File: config.mk
export PLATFORM = sky130hd
export DESIGN_NAME = lcd_writer
export DESIGN_NICKNAME = d
export VERILOG_FILES = /design/src/rtl/lcd_pkg.sv /design/src/rtl/lcd_delay_timer.sv /design/src/rtl/lcd_writer.sv
export SDC_FILE = /design/constraint.sdc
export NUM_CORES = 1
export LEC_CHECK = 0
export BUFFER_PORTS_ARGS = -buffer_cell sky130_fd_sc_hd__buf_2
export CAP_MARGIN = 15
export CORE_ASPECT_RATIO = 1.25
export CORE_MARGIN = 8
export CORE_UTILIZATION = 56
export DETAILED_ROUTE_END_ITERATION = 7
export GPL_TIMING_DRIVEN = 1
export PLACE_DENSITY = 0.76
export SLEW_MARGIN = 5
export SYNTH_ARGS = -nofsm -noshare
export SYNTH_HDL_FRONTEND = slang
export SYNTH_SLANG_ARGS = --single-unit
File: constraint.sdc
create_clock -name clk -period 2.9 [get_ports clk]
set_clock_uncertainty 0.05 [all_clocks]
set_input_delay 0.29 -clock clk [delete_from_list [all_inputs] [get_ports clk]]
set_output_delay 0.29 -clock clk [all_outputs]
set_load 0.03 [all_outputs]
File: src/rtl/lcd_pkg.sv
// rtl/lcd_pkg.sv - shared states, HD44780 init commands and wait constants for lcd_writer
package lcd_pkg;

    typedef enum logic [2:0] {
        PWR_WAIT,
        INIT_LOAD,
        IDLE,
        SETUP,
        PULSE,
        HOLD,
        EXEC_WAIT
    } lcd_state_t;

    localparam logic [7:0] LCD_FUNC_SET_8B2L = 8'h38;
    localparam logic [7:0] LCD_DISP_ON       = 8'h0C;
    localparam logic [7:0] LCD_CLEAR         = 8'h01;
    localparam logic [7:0] LCD_ENTRY_INC     = 8'h06;

    localparam int INIT_LEN      = 7;
    localparam int PWR_WAIT_US   = 15000;
    localparam int INIT_WAIT0_US = 4100;
    localparam int INIT_WAIT1_US = 100;

    function automatic logic [7:0] init_byte(input logic [2:0] idx);
        case (idx)
            3'd4:    return LCD_DISP_ON;
            3'd5:    return LCD_CLEAR;
            3'd6:    return LCD_ENTRY_INC;
            default: return LCD_FUNC_SET_8B2L;
        endcase
    endfunction

    // Clear (0x01) and home (0x02/0x03) need the long execution time.
    function automatic logic is_long_cmd(input logic rs, input logic [7:0] data);
        return !rs && (data == 8'h01 || data == 8'h02 || data == 8'h03);
    endfunction

endpackage

File: src/rtl/lcd_delay_timer.sv
// rtl/lcd_delay_timer.sv - loadable down-counter; done flags the cycle whose edge brings the count to 0
module lcd_delay_timer #(
    parameter int            CW          = 16,
    parameter logic [CW-1:0] RESET_COUNT = '0
) (
    input  logic          clk,
    input  logic          rst_n,
    input  logic          load,
    input  logic [CW-1:0] load_value,
    output logic          done
);

    logic [CW-1:0] count;

    always_ff @(posedge clk or negedge rst_n) begin
        if (!rst_n) begin
            count <= RESET_COUNT;
        end else if (load) begin
            count <= load_value;
        end else if (count != '0) begin
            count <= count - CW'(1);
        end
    end

    // A load of N therefore gives exactly N cycles before the owner state moves on.
    assign done = (count == CW'(1));

endmodule

File: src/rtl/lcd_writer.sv
// rtl/lcd_writer.sv - HD44780 8-bit write controller; LCD_WRITER_INIT_EN enables the built-in power-up init
module lcd_writer
    import lcd_pkg::*;
#(
    parameter int CLK_FREQ_HZ   = 50_000_000,
    parameter int E_CYCLES      = 25,
    parameter int EXEC_SHORT_US = 40,
    parameter int EXEC_LONG_US  = 1640
) (
    input  logic       clk,
    input  logic       rst_n,
    input  logic       in_valid,
    output logic       in_ready,
    input  logic       in_rs,
    input  logic [7:0] in_data,
    output logic       init_done,
    output logic       lcd_rs,
    output logic       lcd_rw,
    output logic       lcd_e,
    output logic [7:0] lcd_data
);

    localparam int US = CLK_FREQ_HZ / 1_000_000;
    localparam int CW = $clog2(PWR_WAIT_US * US + 1);

    localparam logic [CW-1:0] E_CNT     = CW'(E_CYCLES);
    localparam logic [CW-1:0] SHORT_CNT = CW'(EXEC_SHORT_US * US);
    localparam logic [CW-1:0] LONG_CNT  = CW'(EXEC_LONG_US * US);

`ifdef LCD_WRITER_INIT_EN
    localparam logic [CW-1:0] PWR_CNT   = CW'(PWR_WAIT_US * US);
    localparam logic [CW-1:0] W0_CNT    = CW'(INIT_WAIT0_US * US);
    localparam logic [CW-1:0] W1_CNT    = CW'(INIT_WAIT1_US * US);
    localparam lcd_state_t    RST_STATE = PWR_WAIT;
    localparam logic [CW-1:0] RST_COUNT = PWR_CNT;
`else
    localparam lcd_state_t    RST_STATE = IDLE;
    localparam logic [CW-1:0] RST_COUNT = '0;
`endif

    lcd_state_t    state;
    logic [CW-1:0] exec_cnt;
    logic          tmr_load;
    logic [CW-1:0] tmr_value;
    logic          tmr_done;

    assign lcd_rw = 1'b0;

    // The timer is armed on the edge that enters PULSE or EXEC_WAIT.
    always_comb begin
        tmr_load  = 1'b0;
        tmr_value = E_CNT;
        if (state == SETUP) begin
            tmr_load  = 1'b1;
            tmr_value = E_CNT;
        end else if (state == HOLD) begin
            tmr_load  = 1'b1;
            tmr_value = exec_cnt;
        end
    end

    lcd_delay_timer #(
        .CW          (CW),
        .RESET_COUNT (RST_COUNT)
    ) u_timer (
        .clk        (clk),
        .rst_n      (rst_n),
        .load       (tmr_load),
        .load_value (tmr_value),
        .done       (tmr_done)
    );

`ifdef LCD_WRITER_INIT_EN
    logic [2:0]    init_idx;
    logic [CW-1:0] init_wait;

    always_comb begin
        case (init_idx)
            3'd0:    init_wait = W0_CNT;
            3'd1:    init_wait = W1_CNT;
            3'd5:    init_wait = LONG_CNT;
            default: init_wait = SHORT_CNT;
        endcase
    end
`endif

    always_ff @(posedge clk or negedge rst_n) begin
        if (!rst_n) begin
            state     <= RST_STATE;
            in_ready  <= 1'b0;
            init_done <= 1'b0;
            lcd_e     <= 1'b0;
            lcd_rs    <= 1'b0;
            lcd_data  <= 8'h00;
            exec_cnt  <= SHORT_CNT;
`ifdef LCD_WRITER_INIT_EN
            init_idx  <= 3'd0;
`endif
        end else begin
            case (state)
`ifdef LCD_WRITER_INIT_EN
                PWR_WAIT: begin
                    if (tmr_done) state <= INIT_LOAD;
                end
                INIT_LOAD: begin
                    lcd_rs   <= 1'b0;
                    lcd_data <= init_byte(init_idx);
                    exec_cnt <= init_wait;
                    state    <= SETUP;
                end
`endif
                IDLE: begin
                    if (!init_done) begin
                        init_done <= 1'b1;
                        in_ready  <= 1'b1;
                    end else if (in_valid && in_ready) begin
                        lcd_rs   <= in_rs;
                        lcd_data <= in_data;
                        exec_cnt <= is_long_cmd(in_rs, in_data) ? LONG_CNT : SHORT_CNT;
                        in_ready <= 1'b0;
                        state    <= SETUP;
                    end
                end
                SETUP: begin
                    lcd_e <= 1'b1;
                    state <= PULSE;
                end
                PULSE: begin
                    if (tmr_done) begin
                        lcd_e <= 1'b0;
                        state <= HOLD;
                    end
                end
                HOLD: begin
                    state <= EXEC_WAIT;
                end
                EXEC_WAIT: begin
                    if (tmr_done) begin
`ifdef LCD_WRITER_INIT_EN
                        if (!init_done && init_idx != 3'(INIT_LEN - 1)) begin
                            init_idx <= init_idx + 3'd1;
                            state    <= INIT_LOAD;
                        end else begin
                            init_done <= 1'b1;
                            in_ready  <= 1'b1;
                            state     <= IDLE;
                        end
`else
                        in_ready <= 1'b1;
                        state    <= IDLE;
`endif
                    end
                end
                default: state <= IDLE;
            endcase
        end
    end

endmodule
==> impl_results.md <==
* CP max FO at 8
* Final-report hold violation count at 0
* Rel. slew slack at 45.6%
* Final hold slack at 0.0318 ns
* Total GRT Usage at 15.9%
* Synth Area in Compound Gates at 11.1%
* Clock buffer count from CTS at 5
* Clock transition at path regs at 0.07 ns
* Total congestion overflow at 0
* Place WS at 0.610 ns
* Final WL at 3.86 mm
* Synth top area share at 46.9%
* Highest clock rate at 432 MHz
* Buffers from clock root to sink, at most at 2
* Synth-to-layout area growth at 11.0%
* Critical Path RT at 3.04 ns
* Global-route wire length before repair at 6.67 mm
* Final setup TNS at 0 ns
* DR vias/cell at 5.90
* Core Area at 3190 µm²
* Leading area contributor after synthesis: dfrtp_1
* Period utilisation layout at 79.7%
* Share of layout cells above drive strength 1 at 22.1%
* Routability cong. at 0.887
* Ant. Diodes at 0
* Worst vdd ir at 1010 µV
* Power density over the cells at 1100 nW/µm²
* Synth Area in Adders at 2.01%
* Hold Path Class: in2async
* Largest family of logic cells by synthesized area: simple AND/OR/NAND/NOR gates
* Ordered list of cells on the worst path: or4_4 > or3_1 > or2_1 > o21a_1 > a31o_1
* Post-CTS setup buffer count at 0
* Effective utilization at floorplan at 58.4%
* Io pins at 25
* Outcome: completed
* Post-route DRC at 0
* Post-DP HPWL at 2.85 mm
* FF+latch count, synth at 37
* Asr flop ratio synth at 100%
* Quantity of hold-fixing buffers added after cts at 0
* Post-synth EDFFs at 0
* Post-Syn Nets at 201
* Initial antenna violation count at 0
* Die H at 80.6 µm
* RSZ-0062 raised after global routing: no
* Mux share of post-synthesis cell area at 6.03%
* Tmin final at 2.31 ns
* WP data arrival at 2.45 ns
* Maxcap violations at 0
* Distinct cells, synth at 44
* Final #Nets at 222
* Detailed-route via count at 1446
* Clock Sinks at 37
* H-tree level count at 2
* Commonest cells post-synth: dfrtp_1 (35), nor2_1 (19), o21ai_0 (14)
* Die ar. at 5450 µm²
* Syn_area_per_cell at 10.0 µm²
* Crit Path Class: reg2reg
* CP Capture Type: flip-flop
* Pin count of the biggest net entering global routing at 38
* CTS tree: done
* Cell area after synthesis at 1870 µm²
* Worst Max-Slew Pin Slew at 0.816 ns
* Yosys warnings at 0
* Leakage at 0.942 nW
* Xor/xnor share of the synthesized area at 7.98%
* Antenna viol nets, final at 0
* Worst path slowest cell: or4_4
* Resize count post-CTS at 0
* Drt pass-1 iters at 4
* Syn Inst Count at 186
* Max incr delay on CP at 0.55 ns
* Die W at 67.6 µm
* Power Total at 2.27 mW
* Register area share after synthesis at 49.7%
* Later-pin clock latency in the skew report at 0.29 ns
* Final max-slew violation count at 0
* Post-Synth Simple-Gate Area at 19.2%
* CTS root buf: clkbuf_8
* WL/cell at 15.7 µm
* Worst setup SP type: flip-flop
* Cell with the most instances after synthesis: dfrtp_1
* Worst setup margin at 0.588 ns
* Top cells by area, synth: dfrtp_1 (47%), mux2_2 (6.0%), xor2_1 (4.7%)
* Port bufs at 23
* 1st-iter DRT viols at 65
* Primary FF master, synth: dfrtp_1
* Vias in the first global route at 1553
* Setup-failing EPs final at 0
* Row count at 23
## power breakdown
group | leakage [nW] | switching (mW) | internal (mW) | total, mW
Clock | 0.0439 | 0.187 | 0.166 | 0.353
Sequential | 0.459 | 0.208 | 0.735 | 0.943
Combinational | 0.438 | 0.575 | 0.403 | 0.979
## final timing paths
check / startpoint / endpoint / slack, ns / cells past startpoint
max in group asynchronous: rst_n / exec_cnt[14] / 2.24 / 1
worst min register to register: init_done / init_done / 0.46 / 1
worst min-delay path: rst_n / u_timer.count[2] / 0.03 / 1
worst max-delay path: u_timer.count[6] / u_timer.count[3] / 0.59 / 5
min in group clk: in_data[5] / lcd_data[5] / 0.19 / 2
worst max register to register: u_timer.count[6] / u_timer.count[3] / 0.59 / 5
## critical path: cells and delay by family (launching register included)
kind,cells,cell delay [ns]
compound gates,2,0.38
flops,1,0.43
simple gates,3,1.35
## registers in the layout (all words and copies together) (netlist names)
register / cells
exec_cnt: 2
init_done: 1
lcd_data: 8
lcd_rs: 1
u_timer.count: 20
in_ready: 1
state: 3
lcd_e: 1
## area by class of cell
type | count | area (µm²)
timing repair buffer | 24 | 123
clock buffer | 5 | 68.8
inverter | 5 | 18.8
multi-input combinational | 134 | 870
clock inverter | 3 | 17.5
tap | 37 | 46.3
fill | 261 | 1120
sequential | 37 | 928
## per-layer routing
metal,GRT usage (%),share of wire (%)
met3,5.98,6.1
met5,0,0
met1,17.2,43
met4,7.76,2.0
met2,26.2,49
## stage by stage
stage / util (%) / cell area (µm²) / instances
3_5_place_dp: 62.2 / 1990 / 237
6_report: 64.9 / 2070 / 245
5_1_grt: 64.9 / 2070 / 245
4_1_cts: 64.9 / 2070 / 245
3_3_place_gp: 62.2 / 1990 / 237
2_1_floorplan: - / 1870 / 186
## kinds of logic (layout without fill, tap and decap cells)
kind of cell | after synthesis | after routing
AND/OR/NAND/NOR | 70 | 70
other | 1 | 1
buffers and inverters | 15 | 37
XOR/XNOR | 17 | 17
multiplexers | 10 | 10
adder cells (fa/ha/maj) | 3 | 3
flip-flops | 37 | 37
AO/OA/AOI/OAI | 33 | 33
## cell usage in the layout (no fill, tap or decap), types with 2 or more instances in the layout
cell type | netlist | layout
xor2_1 | 10 | 10
clkinv_2 | 0 | 2
dfrtp_1 | 35 | 35
inv_1 | 5 | 5
nand3_1 | 6 | 6
and2_1 | 2 | 2
a21oi_1 | 5 | 5
buf_2 | 1 | 23
mux2_2 | 10 | 10
ha_1 | 3 | 3
dfstp_2 | 2 | 2
nand4_1 | 2 | 2
a2111oi_0 | 2 | 2
nor3_1 | 5 | 5
clkbuf_8 | 0 | 5
or3_1 | 4 | 4
nand2_1 | 13 | 13
nor2b_1 | 2 | 2
o21ai_0 | 14 | 14
o21a_1 | 2 | 2
nor2_1 | 19 | 19
xnor2_1 | 7 | 7
nor4_1 | 8 | 8
nand2b_1 | 2 | 2
No activity file was read; power rests on OpenSTA's default activity.
